### config.mk
export PLATFORM = sky130hd
export DESIGN_NAME = fp_mul_arb
export DESIGN_NICKNAME = d
export VERILOG_FILES = /design/src/rtl/fp_mul_arb.sv
export SDC_FILE = /design/constraint.sdc
export NUM_CORES = 1
export LEC_CHECK = 0
export CAP_MARGIN = 20
export CELL_PAD_IN_SITES_DETAIL_PLACEMENT = 1
export CELL_PAD_IN_SITES_GLOBAL_PLACEMENT = 2
export CORE_UTILIZATION = 22
export DETAILED_ROUTE_END_ITERATION = 6
export HOLD_SLACK_MARGIN = 0.02
export PLACE_DENSITY = 0.78
export SYNTH_ARGS = -nofsm -noshare
export SYNTH_HDL_FRONTEND = slang
export SYNTH_SLANG_ARGS = --single-unit
### constraint.sdc
create_clock -name clk -period 2.6 [get_ports clk]
set_clock_uncertainty 0.05 [all_clocks]
set_input_delay 0.39 -clock clk [delete_from_list [all_inputs] [get_ports clk]]
set_output_delay 0.39 -clock clk [all_outputs]
set_load 0.05 [all_outputs]
### src/rtl/fp_mul_arb.sv
// Round-robin arbiter sharing one pipelined FP32 multiplier among NUM_REQ requesters,
// with an in-order tag FIFO routing results back. Optional perf counters: FP_MUL_ARB_PERF_EN.
module fp_mul_arb #(
  parameter int unsigned NUM_REQ      = 4,
  parameter int unsigned MAX_INFLIGHT = 8
) (
  input  logic                            clk,
  input  logic                            rst_n,
  input  logic [NUM_REQ-1:0]              req_valid,
  output logic [NUM_REQ-1:0]              req_ready,
  input  logic [NUM_REQ*32-1:0]           req_a,
  input  logic [NUM_REQ*32-1:0]           req_b,
  input  logic [NUM_REQ*3-1:0]            req_rm,
  output logic                            mul_valid_in,
  output logic [31:0]                     mul_in1,
  output logic [31:0]                     mul_in2,
  output logic [2:0]                      mul_rm,
  input  logic                            mul_valid_out,
  input  logic [31:0]                     mul_out,
  input  logic [3:0]                      mul_flags,
  output logic [NUM_REQ-1:0]              rsp_valid,
  output logic [31:0]                     rsp_data,
  output logic [3:0]                      rsp_flags,
  output logic [$clog2(MAX_INFLIGHT):0]   inflight,
  output logic                            err_orphan
`ifdef FP_MUL_ARB_PERF_EN
  ,
  output logic [31:0]                     perf_issue,
  output logic [31:0]                     perf_stall
`endif
);

  localparam int unsigned IDXW = $clog2(NUM_REQ);
  localparam int unsigned PTRW = $clog2(MAX_INFLIGHT);
  localparam int unsigned CNTW = PTRW + 1;

  logic [IDXW-1:0] rr_ptr;
  logic [IDXW-1:0] grant_idx_c;
  logic            grant_found_c;
  logic            pop_c;
  logic            full_c;
  logic            accept_c;
  logic [IDXW-1:0] tag_mem [MAX_INFLIGHT];
  logic [PTRW-1:0] wr_ptr;
  logic [PTRW-1:0] rd_ptr;

  function automatic logic [IDXW-1:0] wrap_idx(input int unsigned v);
    return (v >= NUM_REQ) ? IDXW'(v - NUM_REQ) : IDXW'(v);
  endfunction

  // First valid requester at or after the round-robin pointer
  always_comb begin
    grant_idx_c   = rr_ptr;
    grant_found_c = 1'b0;
    for (int unsigned k = 0; k < NUM_REQ; k++) begin
      if (!grant_found_c && req_valid[wrap_idx(32'(rr_ptr) + k)]) begin
        grant_found_c = 1'b1;
        grant_idx_c   = wrap_idx(32'(rr_ptr) + k);
      end
    end
  end

  // A pop frees a slot in the same cycle, so a full FIFO can still accept
  assign pop_c     = mul_valid_out && (inflight != '0);
  assign full_c    = (inflight == CNTW'(MAX_INFLIGHT));
  assign accept_c  = rst_n && grant_found_c && (!full_c || pop_c);
  assign req_ready = accept_c ? (NUM_REQ'(1) << grant_idx_c) : '0;

  always_ff @(posedge clk or negedge rst_n) begin
    if (!rst_n) begin
      rr_ptr       <= '0;
      wr_ptr       <= '0;
      rd_ptr       <= '0;
      inflight     <= '0;
      mul_valid_in <= 1'b0;
      mul_in1      <= '0;
      mul_in2      <= '0;
      mul_rm       <= '0;
      rsp_valid    <= '0;
      rsp_data     <= '0;
      rsp_flags    <= '0;
      err_orphan   <= 1'b0;
    end else begin
      mul_valid_in <= accept_c;
      rsp_valid    <= '0;
      if (accept_c) begin
        mul_in1 <= req_a[32'(grant_idx_c)*32 +: 32];
        mul_in2 <= req_b[32'(grant_idx_c)*32 +: 32];
        mul_rm  <= req_rm[32'(grant_idx_c)*3 +: 3];
        rr_ptr  <= (grant_idx_c == IDXW'(NUM_REQ - 1)) ? '0 : grant_idx_c + 1'b1;
        wr_ptr  <= wr_ptr + 1'b1;
      end
      if (pop_c) begin
        rsp_valid <= NUM_REQ'(1) << tag_mem[rd_ptr];
        rsp_data  <= mul_out;
        rsp_flags <= mul_flags;
        rd_ptr    <= rd_ptr + 1'b1;
      end
      if (mul_valid_out && (inflight == '0)) err_orphan <= 1'b1;
      case ({accept_c, pop_c})
        2'b10:   inflight <= inflight + 1'b1;
        2'b01:   inflight <= inflight - 1'b1;
        default: inflight <= inflight;
      endcase
    end
  end

  // Tag storage needs no reset; validity is tracked by the pointers
  always_ff @(posedge clk) begin
    if (accept_c) tag_mem[wr_ptr] <= grant_idx_c;
  end

`ifdef FP_MUL_ARB_PERF_EN
  // Saturating accept and stall counters
  always_ff @(posedge clk or negedge rst_n) begin
    if (!rst_n) begin
      perf_issue <= '0;
      perf_stall <= '0;
    end else begin
      if (accept_c && (perf_issue != '1)) perf_issue <= perf_issue + 1'b1;
      if ((|req_valid) && !accept_c && (perf_stall != '1)) perf_stall <= perf_stall + 1'b1;
    end
  end
`endif

endmodule
==> reports/summary.md <==
The required time reported for the critical path endpoint is 2160 ps, and the global-route usage over all layers is 0.184. The worst hold path belongs to the class in2async. The chip height was 192 µm; the standby leakage power was 5.56 nW. The cell taking the most area after synthesis was dfrtp_1. The floorplan has 69 rows.

The initial standard-cell utilization of the core came out at 0.223. The number of remaining DRC errors was 0; the maximum achievable frequency was 0.392 GHz. The switching part of the total was 0.482. Final hold analysis gives a worst-case slack of 24.0 ps. The slowest stage of the critical path belongs to the cell dfrtp_2.

TritonCTS built the clock tree. Counting I/O delays and the setup requirement, the final critical path takes 2550 ps. In the routed layout, each cell is associated on average with a via count of 4.69. Counting flops with a built-in enable in the synthesized netlist gives 16. The startpoint identified for the worst register-to-register timing path is inflight[0]. The xor-xnor portion of the synthesized cell area is 0.00772, and the share of total power in sequential cells is 0.245. The max-slew violation count is 0, and the count of clock tree sinks is 137. By count the netlist is led by nand2_1 (191), a211oi_1 (153), dfrtp_1 (121), nor2_1 (74), mux2i_1 (70).

The worst stage delay on the critical path was 480 ps. The routing usage on met3 was 0.0495; the number of max-capacitance violations reported was 0. The tools report the root buffer cell as clkbuf_16. After detailed routing, the average wire length per cell comes to 19.9 µm. The worst setup path is launched from a flop.

Clock tree synthesis inserted a total of 17 buffers. The switching power came out at 0.00710 W. The portion of the post-synthesis area used by sequential elements is 0.442.

Counting along the longest clock path gives a buffer depth of 2. The synthesized-area fraction occupied by ao, oa, aoi and oai cells is 0.236, and the total power density per cell area is 1070 nW/µm². The run gives 40 as the number of distinct standard cells referenced by the synthesized netlist. The proportion of synthesized flip-flops having asynchronous set or reset is 0.883, and the clock network latency to the later pin of the worst-skew pair is 430 ps. The run gives 36800 µm² as the die area. The max-slew headroom at the worst pin was 0.513; the clock transition at the register clock pins on the worst setup and hold paths after CTS was 70 ps. Kind of cell adding the most delay to the critical path: simple AND/OR/NAND/NOR gates. Setup repair after global routing could not meet its margin everywhere. STA classifies the critical path endpoint as an output pin.

The internal power contribution was 0.00762 W; the total of warnings raised by yosys was 0. Fraction of final layout cells sized beyond drive strength 1: 0.139. The tools report the met2 track utilization from global routing as 0.325.

The count of placed standard cells including taps is 1681. The run gives 232 as the first-iteration detailed-routing DRC count. In the final layout, the multi-input gates occupy 4120 µm².

For this run, the post-layout net count is 1564. The tools report the number of global-route vias before repair as 8676. The average size of a mapped cell is 9.70 µm², and the synthesis-to-layout area growth is 73.5%. H-tree depth reported by CTS: 4. For the portion of total power attributed to combinational logic, the log shows 0.593. The die is 192 µm wide.

The basic-gate share of the synthesized area counting and, or, nand and nor cells is 0.145. Mux cell area share after synthesis: 0.102. The most critical setup path has its startpoint at rr_ptr[1]. The run gives 1138 as the synthesized net count.

For this run, the number of standard cells in the final layout without fillers is 1719. The count of buffers added on input and output ports is 427. The share of total power in the clock network came out at 0.163. Path type of the worst setup path: reg2out. The worst ir drop on vdd came out at 0.517 mV. Combinational family with the most area after synthesis: compound AO/OA/AOI/OAI gates.

The sequential cell area was 3510 µm²; the number of nets with antenna violations after routing was 0. Walking the worst path, the cells encountered are or3b_4, inv_4, a211oi_4, buf_12, inv_8, ha_2, and2_4, buf_12. The first global-routing pass estimated 50900 µm of wire. The sum of routed wire length over all layers was 34300 µm; the number of failing hold endpoints at the final stage was 0. After global routing, the most crowded layer is met2. The iteration count of the initial detailed-routing pass was 4. The portion of synthesized cell area occupied by the leading cell type was 0.381; the estimated wirelength of the detail-placed design was 24700 µm. The logs give 818 for the instance count of the mapped netlist and 122 for the largest net degree at the start of global routing. The flow ran to the end, and the final reports show no timing, DRC or antenna violations.

The tools report the signal arrival time at the worst endpoint as 2110 ps. Counting flops and latches in the post-synthesis netlist gives 137. Counting stages on the worst path, the most repeated cell is buf_12.

Summing over every cut layer, the via total after detailed routing is 8069. The logs give 0 for the residual overflow from global routing and 0 for the initial antenna violation count. Among all flip-flop cells after synthesis, the most frequent one is dfrtp_1. At the pin with the least slew margin, the transition time is 730 ps. The global-route track usage on met1 is 0.217.

The number of buffer and inverter stages on the critical path works out to 4. After synthesis, the cell types taking the most area are dfrtp_1 (38%), a211oi_1 (14%), nand2_1 (9.0%), mux2i_1 (8.8%), a211oi_2 (7.6%). Setup violations remaining at the end of the flow were counted as 0. The core region is 35600 µm².

The fraction of the mapped netlist area in adder cells is 0.0151, and the maximum fanout along the worst path is 6. The logs give 4038 for the fill cell total of the finished layout and 7940 µm² for the cell area after synthesis. The most common cell in the synthesized netlist is nand2_1. The final period utilization was 0.981; the top-level I/O count was 428. At the end of routability-driven placement, the weighted congestion stood at 0.797.
-- metrics by stage --
| step | cell area (µm²) | total power, W | utilization | worst slack (ps) | setup TNS [ps] |
|---|---|---|---|---|---|
| 2_1_floorplan | 7940 | 0.00886 | - | 130 | 0 |
| 3_3_place_gp | 13100 | 0.0122 | 0.368 | -309 | -7750 |
| 3_5_place_dp | 13100 | 0.0123 | 0.368 | -369 | -11030 |
| 4_1_cts | 13700 | 0.0149 | 0.385 | -28.2 | -78.2 |
| 5_1_grt | 13800 | 0.0155 | 0.387 | -26.6 | -34.9 |
| 6_report | 13800 | 0.0147 | 0.387 | 50.1 | 0 |
-- power by group through the flow --
stage,Clock (W),Combinational [W],Sequential (W)
2_1_floorplan,0,0.00283,0.00603
3_3_place_gp,0,0.00863,0.00359
3_5_place_dp,0,0.00870,0.00363
4_1_cts,0.00248,0.00877,0.00361
5_1_grt,0.00257,0.00923,0.00372
6_report,0.00239,0.00872,0.00360
-- cells by family after synthesis --
group | Yosys count
and+or+nand+nor | 289
adders and majority gates | 9
AOI/OAI and AO/OA | 215
buffers and inverters | 85
xor gates and xnor gates | 7
DFF | 137
muxes | 76
-- flip-flops by register name, summed over array words and instances (netlist names), 2 cells and up --
signal     cells
wr_ptr         3
rsp_valid      4
rsp_data      32
rr_ptr         2
rsp_flags      4
inflight       4
mul_rm         3
mul_in2       32
tag_mem       16
rd_ptr         3
mul_in1       32
-- final timing paths --
kind / to / slack [ps] / depth (start not counted)
max reg2reg: inflight[3] / 390 / 10
min: rsp_valid[3] / 20 / 2
max in group asynchronous: rr_ptr[0] / 1920 / 2
max: req_ready[0] / 50 / 8
min reg2reg: err_orphan / 420 / 1
min in group clk: err_orphan / 420 / 1
-- worst reg2reg max path, stage by stage, from the launching register on --
cell and delay [ps]:
dfrtp_1 450, nor4_1 280, buf_4 170, nor2_2 40, and2_1 160, ha_1 270, a21o_1 180, a21oi_1 190
nor3_1 70, a21oi_1 160, xnor2_1 130
-- area by class of cell --
cell class | count | share of cell area
Clock buffer | 18 | 0.0312
Sequential cell | 137 | 0.255
Timing Repair Buffer | 483 | 0.360
Antenna cell | 1 | 0.000182
Tap cell | 461 | 0.0419
Inverter | 9 | 0.00318
Clock inverter | 14 | 0.00936
Multi-Input combinational cell | 596 | 0.299
-- placed cells by master (no fill, tap or decap), types with 2 or more instances in the layout --
cell type,count
a211oi_1,153
a211oi_2,48
a21o_1,2
a21oi_1,3
and2_4,4
buf_12,22
buf_4,37
buf_6,2
clkbuf_16,17
clkdlybuf4s50_1,419
clkinvlp_4,2
dfrtp_1,119
dfrtp_2,2
dlygate4sd2_1,2
edfxtp_1,16
ha_1,6
inv_1,4
inv_2,3
inv_4,2
inv_6,5
inv_8,4
mux2_2,2
mux2i_1,70
mux4_2,4
nand2_1,190
nand2b_1,2
nor2_1,72
nor2b_2,3
nor3_1,4
nor3b_1,2
nor4_1,2
nor4b_1,2
xnor2_1,7
-- routing by layer --
layer,wire length [µm],vias to the layer above
met5,0,-
met4,537,0
met3,2110,29
met2,17500,256
met1,14200,3969
li1,-,3815
-- what timing repair did --
item,in CTS,in global routing
resized for setup,10,16
cloned,0,0
pin swaps,2,8
endpoints found under the setup margin,4,4
hold buffers,0,0
buffers inserted,3,3
Note: power is estimated with default switching activity, not from simulation.
==> patch 1: new RTL, same settings <==
Put one more register stage on the output `rsp_flags`, cleared by the reset. The value now appears one clock later. The other outputs are not delayed to match.
--- a/src/rtl/fp_mul_arb.sv
+++ b/src/rtl/fp_mul_arb.sv
@@ -35,2 +35,4 @@
   localparam int unsigned CNTW = PTRW + 1;
+
+  logic [3:0] rsp_flags_s0;
 
@@ -80,3 +82,3 @@
       rsp_data     <= '0;
-      rsp_flags    <= '0;
+      rsp_flags_s0 <= '0;
       err_orphan   <= 1'b0;
@@ -95,3 +97,3 @@
         rsp_data  <= mul_out;
-        rsp_flags <= mul_flags;
+        rsp_flags_s0 <= mul_flags;
         rd_ptr    <= rd_ptr + 1'b1;
@@ -125,2 +127,10 @@
 
+  always_ff @(posedge clk or negedge rst_n) begin
+    if (!rst_n) begin
+      rsp_flags <= '0;
+    end else begin
+      rsp_flags <= rsp_flags_s0;
+    end
+  end
+
 endmodule
Formal check against the unedited RTL: not equivalent (a bounded check fails within 4 cycles, from zero or initial values and one cycle with rst_n low).
==> patch 1 against the unedited design <==
Setup slack worse by 8.2 ps. Sequential cell count is 4 higher. Combinational power hardly changed. Utilization is 0.11 points higher. Sequential share of layout area is 0.66 points higher. Wire length is 0.88% higher. Register-to-register slack worse by 210 ps. Count of clock-buffer cells in the layout stayed put. Synthesized cell count is 0.37% higher. Design area is 0.27% higher. Fmax is 0.32% lower. Total power is 0.39% higher. Synthesized area is 0.13% higher. Critical endpoint is now req_ready[1]. Largest power group unchanged. Highest routed layer unchanged.
==> patch 1: results (changes against the unedited design) <==
[synthesis]
seq_area_frac_synth_pct=45.4  ; was 44.2%
ys_types=41  ; was 40
synth-compound-area-share_pct=22.3  ; was 23.6%
ys_top_cells_by_area=dfrtp_1 39%, a211oi_1 16%, nand2_1 9.1%  ; was dfrtp_1 38%, a211oi_1 14%, nand2_1 9.0%
synth_fa_ha_area_share_pct=1.51  ; about the same
synth-xor-area-share_pct=0.771  ; was 0.772%
syn_inst=821  ; was 818
syn_nets=1141  ; was 1,138
muxShareOfSynthArea_pct=10.1  ; was 10.2%

[power]
power_leakage_nw=5.63  ; was 5.56 nW
ir_worst_vdd_uv=619  ; was 517 uV

[cells_and_area]
nNetsFinal=1577  ; was 1,564
n_antenna_cell=0  ; was 1
drive_gt1_share_pct=12.8  ; was 13.9%

[routing]
drt_iter0_drc=223  ; was 232
wl_per_cell_um=20.0  ; was 19.9 um
wirelength_um=34600  ; was 34,300 um
vias_per_cell=4.69  ; about the same

[sta]
fin_crit_sh_pct=98.4  ; was 98.1%
worst_pin_slew_ps=753  ; was 730 ps
hold_slack_ps=18.1  ; was 24.0 ps

[worst_setup_path]
crit_end=req_ready[1]  ; was req_ready[0]
reg2reg_from=rr_ptr[1]  ; was inflight[0]
reg2reg_setup_slack_ps=180  ; was 390 ps
rr_worst_depth=10  ; unchanged
rr_endpoint=mul_rm[2]  ; was inflight[3]

[grt]
grt_first_pass_wirelength_um=51300  ; was 50,900 um
grt_max_degree=126  ; was 122

[outcome]
status=completed  ; unchanged

[clock_network]
cts_made_buffers=17  ; unchanged
post_cts_buffers=2  ; was 3

[placed_design]
place.gp.congestion=0.833  ; was 0.797
hpwl_um=25200  ; was 24,700 um
dp_worst_setup_slack_ps=-327  ; was -369 ps
placed_cells=1693  ; was 1,681
place_area_mm2=0.0131  ; about the same

==> patch 1: cell count changes after synthesis, sizes merged <==
cell	unedited run	this run
clkbuf	41	42
nand2	191	192
buf	35	34
and3	0	1
mux2	2	1
nor3	5	6
nor2	74	72
dfrtp	121	125
nand2b	2	1
==> patch 1: power by group <==
part	internal, mW	total (mW)	switching [mW]
Sequential	3.10	3.67	0.578
Clock	1.28	2.39	1.11
Combinational	3.35	8.71	5.36
Total	7.72	14.8	7.05
==> patch 1: metal layers <==
metal / track usage [%] / vias up / part of all wire [%]
li1: - / 3839 / -
met2: 33.2 / 287 / 51
met3: 5.21 / 40 / 6.5
met5: 0 / - / 0
met4: 5.48 / 0 / 2.1
met1: 21.5 / 3956 / 40
==> patch 1: cell type report <==
type | instances | area (um2)
fill | 4043 | 21800
timing repair buffer | 493 | 5000
multi-input combinational | 595 | 4020
sequential | 141 | 3610
tap | 461 | 577
clock buffer | 18 | 439
clock inverter | 14 | 123
inverter | 9 | 46.3
==> patch 2: new RTL, same settings <==
Made on the original files. `NUM_REQ`: 4 -> 2.
--- a/src/rtl/fp_mul_arb.sv
+++ b/src/rtl/fp_mul_arb.sv
@@ -3,3 +3,3 @@
 module fp_mul_arb #(
-  parameter int unsigned NUM_REQ      = 4,
+  parameter int unsigned NUM_REQ      = 2,
   parameter int unsigned MAX_INFLIGHT = 8
Interface: changed (6 resized); port bits go from 428 to 288. The function was not compared with the original's and may differ.
==> patch 2 against the unedited design <==
Wire length down 47%. Total power down 32%. Setup slack better by 54 ps. Synthesized area down 30%. Sequential cell count down 11. Via count down 38%. Fmax up 2.2%. Design area down 31%.
==> patch 2: results (changes against the unedited design) <==
[outcome]
status=completed  ; unchanged

[clock_network]
post_cts_buffers=0  ; was 3
cts_hold_buf=1  ; was 0

[synthesis]
synth_enable_flop_cells=8  ; was 16
synth_seq_cells=126  ; was 137
seq_area_frac_synth_pct=57.3  ; was 44.2%
synth-xor-area-share_pct=0.943  ; was 0.772%
syn_nets=723  ; was 1,138
synth_fa_ha_area_share_pct=1.44  ; was 1.51%
ys_top_cells_by_area=dfrtp_1 53%, mux2i_1 12%, nand2_1 8.1%  ; was dfrtp_1 38%, a211oi_1 14%, nand2_1 9.0%
synth-compound-area-share_pct=8.33  ; was 23.6%

[worst_setup_path]
reg2reg_from=inflight[1]  ; was inflight[0]
cp-startpoint=inflight[2]  ; was rr_ptr[1]
cp_data_arrival_time_ps=2060  ; was 2110 ps
reg2reg_setup_slack_ps=270  ; was 390 ps

[placed_design]
place.gp.congestion=0.737  ; was 0.797
hpwl_um=13400  ; was 24,700 um
placed_cells=1137  ; was 1,681
dp_worst_setup_slack_ps=169  ; was -369 ps

[routing]
num_vias=4991  ; was 8,069
vias_per_cell=4.25  ; was 4.69
dr_wl_met3_um=1910  ; was 2110 um
met1Wirelength_um=7540  ; was 14,200 um
wl_met2_um=8430  ; was 17,500 um
wirelength_um=18100  ; was 34,300 um
drt_iter0_drc=216  ; was 232

[cells_and_area]
layout.nonclk_buf_share_pct=32.6  ; was 36.0%
area_share_clock_buf_inv_pct=5.91  ; was 4.05%
n_antenna_cell=0  ; was 1
final_area_mm2=0.00951  ; was 0.0138 mm2
buffers=308  ; was 483
sh_seq_area_pct=33.6  ; was 25.5%
nNonClkInverters=6  ; was 9
fillers=2747  ; was 4,038

[power]
power_leakage_nw=4.14  ; was 5.56 nW
sequentialPower_mw=2.99  ; was 3.60 mW
ir_worst_vdd_uv=375  ; was 517 uV

[sta]
slew_headroom_pct=53.1  ; was 51.3%
hold_slack_ps=421  ; was 24.0 ps

[grt]
grtUsageTotal_pct=14.5  ; was 18.4%
met1_usage_pct=17.4  ; was 21.7%

[patch 2: changes by cell type in the layout (fill, tap and decap cells not counted), moves of 4 or more]
| cell | unedited run | this run |
|---|---|---|
| clkinv_2 | 1 | 5 |
| a211oi_2 | 48 | 0 |
| and2_4 | 4 | 0 |
| nand2_1 | 190 | 121 |
| a211oi_1 | 153 | 0 |
| a21oi_1 | 3 | 70 |
| edfxtp_1 | 16 | 8 |
| inv_8 | 4 | 0 |
| clkdlybuf4s50_1 | 419 | 284 |
| buf_4 | 37 | 16 |
| buf_12 | 22 | 6 |
| inv_6 | 5 | 0 |
[patch 2: worst reg2reg max path: cells and delay by family, from the launching register on]
kind / cells / cell delay (ps)
buffers and inverters: 2 / 260
AO/OA/AOI/OAI: 3 / 540
flip-flops: 1 / 460
adder cells (fa/ha/maj): 1 / 330
AND/OR/NAND/NOR: 4 / 600
